`config.mk`:
```
export PLATFORM = sky130hd
export DESIGN_NAME = imem_loader_flat
export DESIGN_NICKNAME = d
export VERILOG_FILES = /design/src/rtl/imem_loader_if.sv /design/src/rtl/imem_loader.sv /design/src/flat_wrapper.sv
export SDC_FILE = /design/constraint.sdc
export NUM_CORES = 1
export LEC_CHECK = 0
export CAP_MARGIN = 10
export CORE_MARGIN = 2
export CORE_UTILIZATION = 40
export CTS_CLUSTER_SIZE = 28
export DETAILED_ROUTE_END_ITERATION = 12
export PLACE_DENSITY = 0.77
export SYNTH_ARGS = -nofsm -noshare
export SYNTH_HDL_FRONTEND = slang
export SYNTH_SLANG_ARGS = --single-unit
```
`constraint.sdc`:
```
create_clock -name clk -period 2.5 [get_ports clk]
set_input_delay 0.625 -clock clk [delete_from_list [all_inputs] [get_ports clk]]
set_output_delay 0.625 -clock clk [all_outputs]
set_load 0.005 [all_outputs]
```
`src/rtl/imem_loader_if.sv`:
```
// Word stream into the loader and the byte-wide write port it drives.
interface imem_loader_if;
  logic [31:0] in_data;
  logic        in_valid;
  logic        in_ready;
  logic        mem_we;
  logic [31:0] mem_addr;
  logic [7:0]  mem_wdata;

  modport master (output in_data, in_valid, input in_ready, mem_we, mem_addr, mem_wdata);
  modport slave  (input in_data, in_valid, output in_ready, mem_we, mem_addr, mem_wdata);
endinterface

```
`src/rtl/imem_loader.sv`:
```
// Splits 32-bit words into four big-endian byte writes for the instruction memory.
// Optional running checksum of accepted words: define IMEM_LOADER_CHECKSUM_EN.
module imem_loader #(
  parameter int MEM_BYTES = 256,
  parameter int CNT_W     = 8
) (
  input  logic              clk,
  input  logic              rst,
  input  logic              start,
  input  logic [31:0]       base_addr,
  input  logic [CNT_W-1:0]  word_count,
  imem_loader_if.slave      bus,
  output logic              busy,
  output logic              done,
  output logic [CNT_W-1:0]  words_written,
  output logic [31:0]       checksum
);
  localparam int AW = $clog2(MEM_BYTES);

  typedef enum logic [1:0] {IDLE, WAIT, BYTE, DONE} state_t;

  state_t           state_reg, state_next;
  logic [AW-1:0]    addr_reg;
  logic [CNT_W-1:0] count_reg;
  logic [CNT_W-1:0] words_written_reg;
  logic [31:0]      word_reg;
  logic [1:0]       beat_reg;
  logic [AW-1:0]    mem_addr_reg;
  logic [7:0]       mem_wdata_reg;
  logic             handshake;
  logic             last_word;

  assign handshake = (state_reg == WAIT) && bus.in_valid;
  assign last_word = (words_written_reg + CNT_W'(1)) == count_reg;

  function automatic logic [7:0] pick_byte(input logic [31:0] w, input logic [1:0] b);
    case (b)
      2'd0:    return w[31:24];
      2'd1:    return w[23:16];
      2'd2:    return w[15:8];
      default: return w[7:0];
    endcase
  endfunction

  always_ff @(posedge clk or posedge rst) begin
    if (rst) state_reg <= IDLE;
    else     state_reg <= state_next;
  end

  always_comb begin
    state_next   = state_reg;
    bus.in_ready = 1'b0;
    bus.mem_we   = 1'b0;
    busy         = 1'b1;
    done         = 1'b0;
    case (state_reg)
      IDLE: begin
        busy = 1'b0;
        if (start) state_next = (word_count == '0) ? DONE : WAIT;
      end
      WAIT: begin
        bus.in_ready = 1'b1;
        if (bus.in_valid) state_next = BYTE;
      end
      BYTE: begin
        bus.mem_we = 1'b1;
        if (beat_reg == 2'd3) state_next = last_word ? DONE : WAIT;
      end
      DONE: begin
        done       = 1'b1;
        state_next = IDLE;
      end
      default: state_next = IDLE;
    endcase
  end

  // The byte/address for the next beat is staged one cycle ahead so the
  // write port is driven straight from registers.
  always_ff @(posedge clk or posedge rst) begin
    if (rst) begin
      addr_reg          <= '0;
      count_reg         <= '0;
      words_written_reg <= '0;
      word_reg          <= '0;
      beat_reg          <= '0;
      mem_addr_reg      <= '0;
      mem_wdata_reg     <= '0;
    end else begin
      case (state_reg)
        IDLE: if (start) begin
          addr_reg          <= {base_addr[AW-1:2], 2'b00};
          count_reg         <= word_count;
          words_written_reg <= '0;
        end
        WAIT: if (bus.in_valid) begin
          word_reg      <= bus.in_data;
          beat_reg      <= 2'd0;
          mem_addr_reg  <= addr_reg;
          mem_wdata_reg <= bus.in_data[31:24];
        end
        BYTE: begin
          beat_reg <= beat_reg + 2'd1;
          if (beat_reg == 2'd3) begin
            words_written_reg <= words_written_reg + CNT_W'(1);
            addr_reg          <= addr_reg + AW'(4);
          end else begin
            mem_addr_reg  <= mem_addr_reg + AW'(1);
            mem_wdata_reg <= pick_byte(word_reg, beat_reg + 2'd1);
          end
        end
        default: ;
      endcase
    end
  end

  assign bus.mem_addr  = {{(32-AW){1'b0}}, mem_addr_reg};
  assign bus.mem_wdata = mem_wdata_reg;
  assign words_written = words_written_reg;

`ifdef IMEM_LOADER_CHECKSUM_EN
  logic [31:0] checksum_reg;

  always_ff @(posedge clk or posedge rst) begin
    if (rst)                             checksum_reg <= '0;
    else if (state_reg == IDLE && start) checksum_reg <= '0;
    else if (handshake)                  checksum_reg <= checksum_reg + bus.in_data;
  end

  assign checksum = checksum_reg;
`else
  assign checksum = '0;
`endif
endmodule

```
`src/flat_wrapper.sv`:
```
// flat-port wrapper written by rule: the top's interface ports become plain ports
module imem_loader_flat 
#(
  parameter int MEM_BYTES = 256,
  parameter int CNT_W     = 8
)
  (clk, rst, start, base_addr, word_count, busy, done, words_written, checksum, bus_in_data, bus_in_valid, bus_in_ready, bus_mem_we, bus_mem_addr, bus_mem_wdata);
  imem_loader_if bus_i ();
  input  logic clk;
  input  logic rst;
  input  logic start;
  input  logic [31:0] base_addr;
  input  logic [CNT_W-1:0] word_count;
  output logic busy;
  output logic done;
  output logic [CNT_W-1:0] words_written;
  output logic [31:0] checksum;
  input wire logic [$bits(bus_i.in_data)-1:0] bus_in_data;
  input wire logic [$bits(bus_i.in_valid)-1:0] bus_in_valid;
  output wire logic [$bits(bus_i.in_ready)-1:0] bus_in_ready;
  output wire logic [$bits(bus_i.mem_we)-1:0] bus_mem_we;
  output wire logic [$bits(bus_i.mem_addr)-1:0] bus_mem_addr;
  output wire logic [$bits(bus_i.mem_wdata)-1:0] bus_mem_wdata;
  assign bus_i.in_data = bus_in_data;
  assign bus_i.in_valid = bus_in_valid;
  assign bus_in_ready = bus_i.in_ready;
  assign bus_mem_we = bus_i.mem_we;
  assign bus_mem_addr = bus_i.mem_addr;
  assign bus_mem_wdata = bus_i.mem_wdata;
  imem_loader #(.MEM_BYTES(MEM_BYTES), .CNT_W(CNT_W)) u_core (.clk(clk), .rst(rst), .start(start), .base_addr(base_addr), .word_count(word_count), .bus(bus_i), .busy(busy), .done(done), .words_written(words_written), .checksum(checksum));
endmodule
```
Yosys cells after proc, flatten, opt, wreduce, memory -nomap -nowiden
Index checks and enable logic that the tools add are counted.
Widths: inputs -> output; s select.
{ "op_classes": {"addsub": 4, "muxes": 25, "n_eq_ne": 11, "n_reduce_logical": 11} }
{ "ops": {"columns": ["op", "count"], "rows": [
  ["$mux 8", 8],
  ["$pmux 8 s2", 4],
  ["$pmux 8 s3", 1],
  ["$add 8x1->8 const B", 2],
  ["$mux 2", 6],
  ["$reduce_and 3->1", 3],
  ["$add 8x3->8 const B", 1],
  ["$eq 2x2->1 const B", 4],
  ["$eq 8x8->1", 1],
  ["$logic_not 8->1", 1],
  ["$pmux 2 s4", 1],
  ["$ne 2x2->1 const B", 3],
  ["$reduce_and 2->1", 3],
  ["$eq 2x1->1 const B", 2],
  ["$logic_not 2->1", 2],
  ["$mux 1", 4],
  ["$pmux 2 s2", 1],
  ["$reduce_bool 2->1", 2],
  ["$add 2x1->2 const B", 1],
  ["$ne 2x1->1 const B", 1]
]} }
{ "word_totals": {"in_bits": 76, "reg_bits": 76, "out_inout_bits": 84, "wordCells": 59} }

Logic depth before layout (Yosys ltp)
{ "depth": {"depth_word": 5, "depth_mapped": 9, "depth_no_buf": 6} }

Least setup slack after synthesis
OpenSTA, ideal clock, no wires.
{ "synth_timing": {"kind": "register -> output", "start": "register u_core.state_reg[0]", "end": "output port bus_mem_we", "required_time_ps": 1875, "arrival_time_ps": 1077, "stages_incl_launch_ff": 7, "path_slack_ps": 798, "n_path_buf": 4, "path_cell_list": "dfrtp_1 buf_6 nand2b_4 buf_8 inv_4 buf_8 buf_4"} }
{ "synth_between": {"elab_chain_cells": 2} }
{ "synth_rtl": {"columns": ["item", "line", "text"], "rows": [
  ["start, declared", "imem_loader.sv:22", "state_t state_reg, state_next;"],
  ["start signal, assigned", "imem_loader.sv:47", "else state_reg <= state_next;"],
  ["$eq 2x2->1", "imem_loader.sv:56", "case (state_reg)"],
  ["$mux 1", "imem_loader.sv:56", null],
  ["end, declared", "flat_wrapper.sv:21", "output wire logic [$bits(bus_i.mem_we)-1:0] bus_mem_we;"]
]} }
Every way passes these cells.

Worst setup path after layout
Ends and elaborated chain as after synthesis.

==> results_dict.tcl <==
set metrics [dict create \
    status "finished, final reports clean" \
    fp.dieH_um 106.1 \
    path_clk_slew_ns 0.09 \
    end_kind "output port" \
    clock_path_buffers 2 \
    drive_gt1_share_pct 14.46 \
    tightestPinTransition_ns 0.8818 \
    post-dp-hpwl_um 6616 \
    ctsHoldBuffers 0 \
    fin_worst_skew_ns 0.01292 \
    die_w_um 106.1 \
    rsz0062_at_grt "false" \
    htree_levels 3 \
    nets 563 \
    drc 0 \
    netlist_area_um2 4172 \
    final_util_pct 49.33 \
    setup_tns_ns 0 \
    min_period_over_period_pct 92.87 \
    area_delta_synth_final_pct 21.00 \
    ctsResizeCount 0 \
    grt_pass1_vias 2986 \
    report.final.slew_viol_count 0 \
    fin_area_um2 5047 \
    p_leak_uw 0.002173 \
    first_pass_iters 5 \
    final-instance-count-excl-fill 620 \
    vias 3095 \
    slew_headroom_pct 41.21 \
    cellPowerDensity_nw_per_um2 1067 \
    postRouteAntennaNets 0 \
    routedWlPerCell_um 14.35 \
    synth_edf_count 0 \
    track_usage_pct 15.87 \
    place.port_buffers 77 \
    antenna_found_initial 0 \
    hold_class "flip-flop to flip-flop" \
    synth_cell_types 48 \
    drt-total-wl_um 8895 \
    start_util_pct 40.77 \
    min_period_ns 2.322 \
    place_inst 604 \
    cts_setup_buffers 0 \
    place_area_um2 4845 \
    core_area_um2 10230 \
    cp.arrival_ns 1.70 \
    multi_input_area_um2 1926 \
    slowest_delay_ns 0.53 \
    finalHoldViolCount 0 \
    cts.sinks 74 \
    synth_flop_cell "dfrtp_1" \
    overflow 0 \
    grt_pass1_wl_um 14280 \
    crit_chain "nand2b_4, inv_4, clkdlybuf4s50_1" \
    die_area_um2 11260 \
    slowest_stage "clkdlybuf4s50_1" \
    clockRootBuffer "clkbuf_8" \
    worst_ep_required_time_ns 1.88 \
    synth_area_per_cell_um2 10.22 \
    critPathLaunchType "flip-flop" \
    cap_violations 0 \
    cts_tree "yes" \
    drt-initial-drc-count 124 \
    ff_latch_area_um2 1852 \
    synthArstFlopShare_pct 100.0 \
    rows 37 \
    synth_seq_cells 74 \
    largest_reg_flops 32 \
    cp_max_fo 13 \
    fmax_mhz 430.7 \
    cts_made_buffers 9 \
    finalSetupViolCount 0 \
    via_per_inst 4.992 \
    ys_seq_area_share_pct 44.39 \
    worstSetupPathType "flip-flop to output port" \
    fillers 930 \
    clock_latency_ns 0.34 \
    ys_warn_count 0 \
    antenna_cells 0 \
    gp_congestion 0.8108 \
    ir_drop_uv 558.8 \
    synth_cells 408 \
    grt_start_max_net_pins 37 \
    io_pins 160 \
]
stage by stage:
stage | setup slack [ns] | total power (µW) | hold WS [ns]
2_1_floorplan | 0.7979 | 3738 | 0.4631
3_3_place_gp | 0.2047 | 4341 | 0.4724
3_5_place_dp | 0.1771 | 4471 | 0.4893
4_1_cts | 0.1485 | 5425 | 0.5159
5_1_grt | 0.08834 | 5760 | 0.5278
6_report | 0.1783 | 5383 | 0.5142
critical path, delay by kind of cell, from the launching register on:
family                 cells  cell delay [ns]
buffers and inverters      2             0.68
flip-flops                 1             0.48
AND/OR/NAND/NOR            1             0.20
per-layer routing:
layer / GRT usage [%] / vias up / routed length (µm)
met5: 0 / - / 0
met4: 4.511 / 0 / 76
met3: 3.801 / 8 / 545
met2: 27.20 / 119 / 4399
met1: 19.93 / 1501 / 3873
li1: - / 1467 / -
power by group:
group / internal (µW) / switching (µW) / total (µW)
logic: 1200 / 1040 / 2230
clock network: 492 / 456 / 948
registers: 1750 / 451 / 2200
total: 3440 / 1940 / 5380
area by class of cell:
| cell class | instances | share of cell area (%) |
|---|---|---|
| Tap cell | 136 | 3.371 |
| Multi-Input combinational cell | 302 | 38.15 |
| Inverter | 8 | 0.7189 |
| Clock buffer | 11 | 2.801 |
| Sequential cell | 74 | 36.69 |
| Timing Repair Buffer | 84 | 17.06 |
| Clock inverter | 5 | 1.215 |
cell families (layout without fill, tap and decap cells):
| logic type | Yosys count | after routing | synth area share, % |
|---|---|---|---|
| AO/OA/AOI/OAI | 82 | 82 | 12.93 |
| XOR/XNOR | 12 | 12 | 2.519 |
| adder cells (fa/ha/maj) | 8 | 8 | 2.400 |
| buffers and inverters | 87 | 108 | 14.40 |
| flip-flops | 74 | 74 | 44.39 |
| multiplexers | 43 | 43 | 11.52 |
| other | 1 | 56 | 0.08990 |
| AND/OR/NAND/NOR | 101 | 101 | 11.76 |
cells in the mapped netlist (all sizes together) (2+ instances only):
library cell	n	area share [%]
a32oi	2	0.42
mux2i	3	0.72
nand2	41	4.1
nor2	25	2.2
xor2	6	1.3
xnor2	6	1.3
and2	2	0.30
clkbuf	4	0.36
dfrtp	74	44
mux2	40	11
inv	8	0.78
and4	2	0.42
o41ai	2	0.78
o22ai	4	0.60
ha	8	2.4
o31ai	3	0.66
nand2b	2	0.48
nor3	5	0.60
a222oi	8	1.9
a21oi	12	1.5
a31oi	10	1.5
nand3	14	1.7
nor3b	2	0.36
o21ai	34	4.2
a22oi	3	0.54
buf	75	13
o22a	2	0.42
and3	3	0.45
final timing paths:
path / from / end / slack (ns) / cells past startpoint
hold reg to reg: u_core.word_reg[8]$_DFFE_PP0P_ / u_core.word_reg[8]$_DFFE_PP0P_ / 0.51 / 1
min in group asynchronous: rst / u_core.mem_addr_reg[1]$_DFFE_PP0P_ / 0.66 / 2
setup / recovery: u_core.state_reg[0]$_DFFE_PP0P_ / bus_mem_we / 0.18 / 3
max in group asynchronous: rst / u_core.word_reg[22]$_DFFE_PP0P_ / 1.32 / 3
setup reg to reg: u_core.beat_reg[0]$_DFFE_PP0P_ / u_core.addr_reg[2]$_DFFE_PP0P_ / 0.45 / 5
hold / removal: u_core.word_reg[8]$_DFFE_PP0P_ / u_core.word_reg[8]$_DFFE_PP0P_ / 0.51 / 1
placed cells by master, fill, tap and decap left out, drive strengths merged, types with 5 or more instances in the layout:
cell / count
clkbuf: 11
dfrtp: 74
xnor2: 6
a21oi: 12
mux2: 40
nor3: 5
nor2: 25
conb: 56
clkdlybuf4s50: 77
ha: 8
a31oi: 10
buf: 7
nand2: 41
inv: 8
a222oi: 8
o21ai: 34
nand3: 14
xor2: 6
Power figures use the tool's default switching activity.
